[src/rtl/axil_csr_sequencer.sv]
// Table-driven AXI4-Lite master: runs a small command table of writes, reads and
// read-compares, pacing commands with an idle gap and bounding every handshake.
module axil_csr_sequencer #(
  parameter int ADDR_WIDTH = 32,
  parameter int DATA_WIDTH = 32,
  parameter int DEPTH      = 16,
  parameter int TIMEOUT    = 256,
  parameter int GAP        = 10
) (
  input  logic                     clk,
  input  logic                     rst,
  input  logic                     cmd_we,
  input  logic [$clog2(DEPTH)-1:0] cmd_idx,
  input  logic [1:0]               cmd_op,
  input  logic [ADDR_WIDTH-1:0]    cmd_addr,
  input  logic [DATA_WIDTH-1:0]    cmd_data,
  input  logic [DATA_WIDTH-1:0]    cmd_mask,
  input  logic                     start,
  output logic                     busy,
  output logic                     done,
  output logic                     error,
  output logic [$clog2(DEPTH)-1:0] err_idx,
  output logic [1:0]               err_code,
  output logic                     rd_valid,
  output logic [DATA_WIDTH-1:0]    rd_data,
  output logic [$clog2(DEPTH)-1:0] rd_idx,
  output logic [ADDR_WIDTH-1:0]    m_axi_awaddr,
  output logic [2:0]               m_axi_awprot,
  output logic                     m_axi_awvalid,
  input  logic                     m_axi_awready,
  output logic [DATA_WIDTH-1:0]    m_axi_wdata,
  output logic [DATA_WIDTH/8-1:0]  m_axi_wstrb,
  output logic                     m_axi_wvalid,
  input  logic                     m_axi_wready,
  input  logic [1:0]               m_axi_bresp,
  input  logic                     m_axi_bvalid,
  output logic                     m_axi_bready,
  output logic [ADDR_WIDTH-1:0]    m_axi_araddr,
  output logic [2:0]               m_axi_arprot,
  output logic                     m_axi_arvalid,
  input  logic                     m_axi_arready,
  input  logic [DATA_WIDTH-1:0]    m_axi_rdata,
  input  logic [1:0]               m_axi_rresp,
  input  logic                     m_axi_rvalid,
  output logic                     m_axi_rready
);

  localparam int IW   = $clog2(DEPTH);
  localparam int CMAX = (TIMEOUT > GAP) ? TIMEOUT : GAP;
  localparam int CW   = $clog2(CMAX + 1);

  localparam logic [CW-1:0] TO_LAST  = CW'(TIMEOUT - 1);
  localparam logic [CW-1:0] GAP_LAST = CW'((GAP > 0) ? GAP - 1 : 0);
  localparam logic [IW-1:0] PC_LAST  = IW'(DEPTH - 1);

  localparam logic [1:0] OP_WRITE = 2'b00;
  localparam logic [1:0] OP_RDCMP = 2'b10;
  localparam logic [1:0] OP_END   = 2'b11;

  localparam logic [1:0] EC_RESP = 2'b01;
  localparam logic [1:0] EC_CMP  = 2'b10;
  localparam logic [1:0] EC_TMO  = 2'b11;

  typedef enum logic [2:0] {
    S_IDLE, S_FETCH, S_ADDR, S_RESP, S_GAP, S_DONE
  } state_e;

  // Command table: no reset, so a sequence survives rst and can be re-run.
  logic [1:0]            tbl_op   [DEPTH];
  logic [ADDR_WIDTH-1:0] tbl_addr [DEPTH];
  logic [DATA_WIDTH-1:0] tbl_data [DEPTH];
  logic [DATA_WIDTH-1:0] tbl_mask [DEPTH];

  state_e                state_q, state_d;
  logic [IW-1:0]         pc_q, pc_d;
  logic [CW-1:0]         cnt_q, cnt_d;
  logic [1:0]            op_q, op_d;
  logic [ADDR_WIDTH-1:0] addr_q, addr_d;
  logic [DATA_WIDTH-1:0] data_q, data_d;
  logic [DATA_WIDTH-1:0] mask_q, mask_d;
  logic                  awvalid_q, awvalid_d;
  logic                  wvalid_q, wvalid_d;
  logic                  arvalid_q, arvalid_d;
  logic                  error_q, error_d;
  logic [IW-1:0]         err_idx_q, err_idx_d;
  logic [1:0]            err_code_q, err_code_d;
  logic                  rd_valid_q, rd_valid_d;
  logic [DATA_WIDTH-1:0] rd_data_q, rd_data_d;
  logic [IW-1:0]         rd_idx_q, rd_idx_d;

  logic                  rec_err;
  logic [1:0]            rec_code;
  logic                  hs_done;
  logic                  adv;

  always_ff @(posedge clk) begin
    if (cmd_we && !busy) begin
      tbl_op[cmd_idx]   <= cmd_op;
      tbl_addr[cmd_idx] <= cmd_addr;
      tbl_data[cmd_idx] <= cmd_data;
      tbl_mask[cmd_idx] <= cmd_mask;
    end
  end

  always_comb begin
    state_d    = state_q;
    pc_d       = pc_q;
    cnt_d      = cnt_q;
    op_d       = op_q;
    addr_d     = addr_q;
    data_d     = data_q;
    mask_d     = mask_q;
    awvalid_d  = awvalid_q;
    wvalid_d   = wvalid_q;
    arvalid_d  = arvalid_q;
    error_d    = error_q;
    err_idx_d  = err_idx_q;
    err_code_d = err_code_q;
    rd_valid_d = 1'b0;
    rd_data_d  = rd_data_q;
    rd_idx_d   = rd_idx_q;
    rec_err    = 1'b0;
    rec_code   = 2'b00;
    hs_done    = 1'b0;
    adv        = 1'b0;

    case (state_q)
      S_IDLE: begin
        if (start) begin
          state_d    = S_FETCH;
          pc_d       = '0;
          error_d    = 1'b0;
          err_idx_d  = '0;
          err_code_d = 2'b00;
        end
      end
      S_FETCH: begin
        op_d   = tbl_op[pc_q];
        addr_d = tbl_addr[pc_q];
        data_d = tbl_data[pc_q];
        mask_d = tbl_mask[pc_q];
        cnt_d  = '0;
        if (tbl_op[pc_q] == OP_END) begin
          state_d = S_DONE;
        end else begin
          state_d = S_ADDR;
          if (tbl_op[pc_q] == OP_WRITE) begin
            awvalid_d = 1'b1;
            wvalid_d  = 1'b1;
          end else begin
            arvalid_d = 1'b1;
          end
        end
      end
      S_ADDR: begin
        cnt_d = cnt_q + 1'b1;
        // AW and W retire independently; both must be gone before moving on.
        if (op_q == OP_WRITE) begin
          if (m_axi_awready) awvalid_d = 1'b0;
          if (m_axi_wready)  wvalid_d  = 1'b0;
          hs_done = !awvalid_d && !wvalid_d;
        end else begin
          if (m_axi_arready) arvalid_d = 1'b0;
          hs_done = !arvalid_d;
        end
        if (hs_done) begin
          state_d = S_RESP;
          cnt_d   = '0;
        end else if (cnt_q == TO_LAST) begin
          rec_err   = 1'b1;
          rec_code  = EC_TMO;
          awvalid_d = 1'b0;
          wvalid_d  = 1'b0;
          arvalid_d = 1'b0;
          state_d   = S_DONE;
        end
      end
      S_RESP: begin
        cnt_d = cnt_q + 1'b1;
        if (op_q == OP_WRITE) begin
          if (m_axi_bvalid) begin
            hs_done = 1'b1;
            if (m_axi_bresp != 2'b00) begin
              rec_err  = 1'b1;
              rec_code = EC_RESP;
            end
          end
        end else if (m_axi_rvalid) begin
          hs_done    = 1'b1;
          rd_valid_d = 1'b1;
          rd_data_d  = m_axi_rdata;
          rd_idx_d   = pc_q;
          if (m_axi_rresp != 2'b00) begin
            rec_err  = 1'b1;
            rec_code = EC_RESP;
          end else if (op_q == OP_RDCMP && ((m_axi_rdata ^ data_q) & mask_q) != '0) begin
            rec_err  = 1'b1;
            rec_code = EC_CMP;
          end
        end
        if (hs_done) begin
          if (rec_err) begin
            state_d = S_DONE;
          end else if (GAP == 0) begin
            adv = 1'b1;
          end else begin
            state_d = S_GAP;
            cnt_d   = '0;
          end
        end else if (cnt_q == TO_LAST) begin
          rec_err  = 1'b1;
          rec_code = EC_TMO;
          state_d  = S_DONE;
        end
      end
      S_GAP: begin
        cnt_d = cnt_q + 1'b1;
        if (cnt_q == GAP_LAST) adv = 1'b1;
      end
      S_DONE: state_d = S_IDLE;
      default: state_d = S_IDLE;
    endcase

    // The last slot completing acts as an implicit END.
    if (adv) begin
      if (pc_q == PC_LAST) begin
        state_d = S_DONE;
      end else begin
        pc_d    = pc_q + 1'b1;
        state_d = S_FETCH;
      end
    end

    if (rec_err) begin
      error_d = 1'b1;
      if (!error_q) begin
        err_idx_d  = pc_q;
        err_code_d = rec_code;
      end
    end
  end

  always_ff @(posedge clk) begin
    if (rst) begin
      state_q    <= S_IDLE;
      pc_q       <= '0;
      cnt_q      <= '0;
      op_q       <= 2'b00;
      addr_q     <= '0;
      data_q     <= '0;
      mask_q     <= '0;
      awvalid_q  <= 1'b0;
      wvalid_q   <= 1'b0;
      arvalid_q  <= 1'b0;
      error_q    <= 1'b0;
      err_idx_q  <= '0;
      err_code_q <= 2'b00;
      rd_valid_q <= 1'b0;
      rd_data_q  <= '0;
      rd_idx_q   <= '0;
    end else begin
      state_q    <= state_d;
      pc_q       <= pc_d;
      cnt_q      <= cnt_d;
      op_q       <= op_d;
      addr_q     <= addr_d;
      data_q     <= data_d;
      mask_q     <= mask_d;
      awvalid_q  <= awvalid_d;
      wvalid_q   <= wvalid_d;
      arvalid_q  <= arvalid_d;
      error_q    <= error_d;
      err_idx_q  <= err_idx_d;
      err_code_q <= err_code_d;
      rd_valid_q <= rd_valid_d;
      rd_data_q  <= rd_data_d;
      rd_idx_q   <= rd_idx_d;
    end
  end

  assign busy     = (state_q == S_FETCH) || (state_q == S_ADDR) ||
                    (state_q == S_RESP)  || (state_q == S_GAP);
  assign done     = (state_q == S_DONE);
  assign error    = error_q;
  assign err_idx  = err_idx_q;
  assign err_code = err_code_q;
  assign rd_valid = rd_valid_q;
  assign rd_data  = rd_data_q;
  assign rd_idx   = rd_idx_q;

  assign m_axi_awaddr  = addr_q;
  assign m_axi_awprot  = 3'b000;
  assign m_axi_awvalid = awvalid_q;
  assign m_axi_wdata   = data_q;
  assign m_axi_wstrb   = '1;
  assign m_axi_wvalid  = wvalid_q;
  assign m_axi_bready  = (state_q == S_RESP) && (op_q == OP_WRITE);
  assign m_axi_araddr  = addr_q;
  assign m_axi_arprot  = 3'b000;
  assign m_axi_arvalid = arvalid_q;
  assign m_axi_rready  = (state_q == S_RESP) && (op_q != OP_WRITE);

endmodule
[config.mk]
export PLATFORM = sky130hd
export DESIGN_NAME = axil_csr_sequencer
export DESIGN_NICKNAME = d
export VERILOG_FILES = /design/src/rtl/axil_csr_sequencer.sv
export SDC_FILE = /design/constraint.sdc
export NUM_CORES = 2
export LEC_CHECK = 0
export BUFFER_PORTS_ARGS = -buffer_cell sky130_fd_sc_hd__clkbuf_2
export CAP_MARGIN = 20
export CORE_ASPECT_RATIO = 0.8
export CORE_MARGIN = 2
export CORE_UTILIZATION = 55
export CTS_BUF_LIST = sky130_fd_sc_hd__clkbuf_16
export DETAILED_ROUTE_END_ITERATION = 8
export HOLD_SLACK_MARGIN = 0.03
export PLACE_DENSITY = 0.75
export SETUP_SLACK_MARGIN = 0.2
export SLEW_MARGIN = 20
export SYNTH_ARGS = -nofsm -noshare
export SYNTH_HDL_FRONTEND = slang
export SYNTH_SLANG_ARGS = --single-unit
[constraint.sdc]
create_clock -name clk -period 8.72 [get_ports clk]
set_clock_uncertainty 0.1 [all_clocks]
set_input_delay 0 -clock clk [delete_from_list [all_inputs] [get_ports clk]]
set_output_delay 0 -clock clk [all_outputs]
set_load 0.01 [all_outputs]
==> impl_metrics.yaml <==
global_route:
  grt_pass1_wl_mm: 234.2
  gr-total-overflow: 0
  grt_max_degree: 149
  first_global_vias: 34190
  grt_use_total_pct: 26.63
  antenna_found_initial: 15
yosys:
  synthTopCellsByArea: "edfxtp_1 (72%), mux4_2 (17%), dfxtp_1 (4.9%)"
  syn_area_um2: 65680
  postSynthCellCount: 3076
  ys_seq_area_share_pct: 76.59
  synth_top_area_share_pct: 71.69
  synth_edf_count: 1568
  synth_cell_types: 58
  yosysTopAreaCell: "edfxtp_1"
  synth-seq-cells: 1729
  async_flop_share_pct: 0
  ys.flop_type: "edfxtp_1"
  syn_avg_cell_area_um2: 21.35
  yosys_warnings: 0
clock_network:
  numCtsBuffers: 159
  cts_tree: "yes"
  clk_latency_ns: 0.80
  cts.path.max_buffers: 3
  path_clk_slew_ns: 0.06
  cts.sinks: 1729
  htree_levels: 4
  cts_setup_buffers: 0
  cts_root_buf: "clkbuf_16"
timing:
  grt_setup_unrepaired: "no"
  hold_viol: 0
  max_freq_mhz: 227.4
  setup_tns_ns: 0
  tightest_slew_ns: 1.226
  final_max_slew_viol_count: 0
  finalCriticalPeriod_ns: 4.397
  post-route-period-util_pct: 50.43
  setup_viol_count_final: 0
  relSlewSlack_pct: 17.96
setup_path:
  criticalPathCategory: "reg -> reg"
  crit_fanout: 44
  cp-start-kind: "flip-flop"
  cp-end-kind: "flip-flop"
  critPathRequiredTime_ns: 9.02
  worstPathArrival_ns: 4.70
finish:
  drive_above_1_share_pct: 29.31
  area_growth_pct: 15.82
  multi_input_area_um2: 14440
  fillers: 7533
  fin_area_um2: 76070
  seqCellArea_um2: 50320
  nets: 3766
placement:
  io_buffers: 293
  dpl_cell_area_um2: 68750
  gp_routability_congestion: 0.7919
  dp_hpwl_mm: 84.33
detailed_routing:
  drt-total-wl_mm: 160.7
  drc_errors: 0
  top_layer: "met5"
  dr_wl_met3_mm: 17.65
  route.met2.wl_mm: 76.57
  wl_per_cell_um: 30.25
  via_count: 33840
  drt_iter0_drc: 4033
  ant_nets: 0
  vias_per_cell: 6.371
  met1_length_mm: 62.03
  drtPass1Iterations: 5
floorplan:
  die_w_um: 390.4
  io_pins: 304
  coreArea_um2: 118600
  placementRows: 113
  die_y_um: 313.1
  start_util_pct: 55.37
  dieArea_um2: 122200
power:
  p_per_area_nw_per_um2: 219.1
  p_leak_nw: 24.15
  p_clk_share_pct: 40.6
  power_frac_comb_pct: 3.9
  netSwitchingFraction_pct: 21.39
  power.share.sequential_pct: 55.5
  vdd.ir_drop.worst_mv: 0.1636
  p_sw_mw: 3.565
  p_int_mw: 13.10
run_status:
  status: "complete, no violations"
hold_path:
  hold_path.class: "in -> reg"
job:
  drv_cap: 0
routing by layer:
metal | vias up | global-route usage (%)
met2 | 1995 | 40.85
met1 | 17840 | 37.80
li1 | 13710 | -
met4 | 16 | 8.705
met5 | - | 0
met3 | 278 | 7.159
synth_stat cells (all sizes together), types with 2 or more instances:
library cell and number:
a211oi 2, a21o 2, a21oi 150, a22oi 20, a32o 3, and3b 2, buf 99, clkbuf 105
conb 2, dfxtp 161, edfxtp 1568, ha 4, inv 7, mux4 488, nand2 295, nand2b 6
nand3 10, nand4 7, nand4b 2, nor2 42, nor2b 3, nor3 8, nor3b 4, o211ai 2
o21a 2, o21ai 9, o221ai 2, o32ai 5, or2 6, or2b 2, or3 3, or3b 6
xor2 34
kinds of logic (layout without fill, tap and decap cells):
group                      count (synthesis)  count (layout)  share of synthesized area [%]
AOI/OAI and AO/OA                        204             204                          1.808
xor gates and xnor gates                  35              35                         0.4667
adders and majority gates                  4               4                        0.07620
buffers and inverters                    211             880                          1.686
DFF                                     1729            1729                          76.59
muxes                                    489             489                          16.75
other                                      2              16                        0.01143
and+or+nand+nor                          402             402                          2.612
stage by stage:
stage	utilization [%]	setup WS (ns)	cells	total power, mW	hold slack, ns
detailed placement	57.96	4.359	4785	9.985	0.1565
CTS	64.07	4.358	5303	16.73	0.03724
floorplan	-	2.452	3084	9.649	-0.001131
finish	64.13	4.323	5311	16.67	0.06380
global placement	57.95	4.490	4784	9.965	0.1503
global route	64.13	4.110	5309	17.10	0.1069
power by group through the flow:
| stage | clock, mW | sequential (mW) | combinational, mW |
|---|---|---|---|
| detailed placement | 0 | 9.42 | 0.566 |
| floorplan | 0 | 9.41 | 0.239 |
| global route | 7.15 | 9.25 | 0.699 |
| finish | 6.76 | 9.25 | 0.657 |
| global placement | 0 | 9.41 | 0.554 |
| CTS | 6.83 | 9.24 | 0.649 |
layout by cell type, fill, tap and decap left out, types with 3 or more instances in the layout:
master         instances
nor2_4                12
nor3_4                 4
nand2b_1               6
nor3b_1                3
nand3_1               10
nor2_1                30
conb_1                10
xor2_1                34
inv_6                  3
clkinv_2              27
nand2_1              294
dfxtp_4                4
clkinv_8               4
clkinvlp_4             3
ha_1                   4
o21ai_0                8
edfxtp_1            1568
or3b_1                 4
nand4_1                7
a32o_1                 3
mux4_2               488
dfxtp_1              157
clkbuf_2             292
diode_2                6
o32ai_1                5
clkbuf_16            165
nor2b_1                3
a22oi_1               20
buf_4                 51
inv_16                 3
or2_2                  6
dlygate4sd3_1        219
buf_12                 8
bufinv_16             10
a21oi_1              150
nor3_1                 4
inv_1                 51
clkinv_1              39
state kept, by name, summed over array words and instances (netlist names), 3 cells and up:
name,cells
tbl_op,32
m_axi_wdata,32
m_axi_araddr,32
err_idx,4
rd_idx,4
tbl_data,512
rd_data,32
mask_q,32
tbl_mask,512
state_q,3
tbl_addr,512
cnt_q,9
pc_q,4
worst paths after layout:
| path | start | endpoint | slack [ns] | cells past startpoint |
|---|---|---|---|---|
| hold reg to reg | rd_data[6] | rd_data[6] | 0.36 | 2 |
| setup reg to reg | state_q[0] | tbl_data[15][1] | 4.32 | 7 |
| hold / removal | cmd_addr[11] | tbl_addr[0][11] | 0.06 | 2 |
| setup / recovery | state_q[0] | tbl_data[15][1] | 4.32 | 7 |
layout make-up:
cell class | count | area share, %
flip-flops and latches | 1729 | 66.15
multi-input cells | 1144 | 18.99
repair buffers | 574 | 5.602
clock buffers | 165 | 5.428
well taps | 1552 | 2.553
clock inverters | 134 | 1.225
inverters | 7 | 0.03454
diodes | 6 | 0.01974
critical path, stage by stage, from the launching register on:
cell and delay, ns:
dfxtp_1 0.42, nor2_1 0.36, xor2_1 0.18, buf_4 0.25, nand4_1 0.41, nor2_4 0.72, buf_4 0.70, buf_4 0.75
repair_timing:
| item | CTS | global route |
|---|---|---|
| endpoints found under the hold margin | 1859 | 0 |
| hold buffers | 219 | 0 |
| resized for setup | 0 | 0 |
No activity file was read; power rests on OpenSTA's default activity.
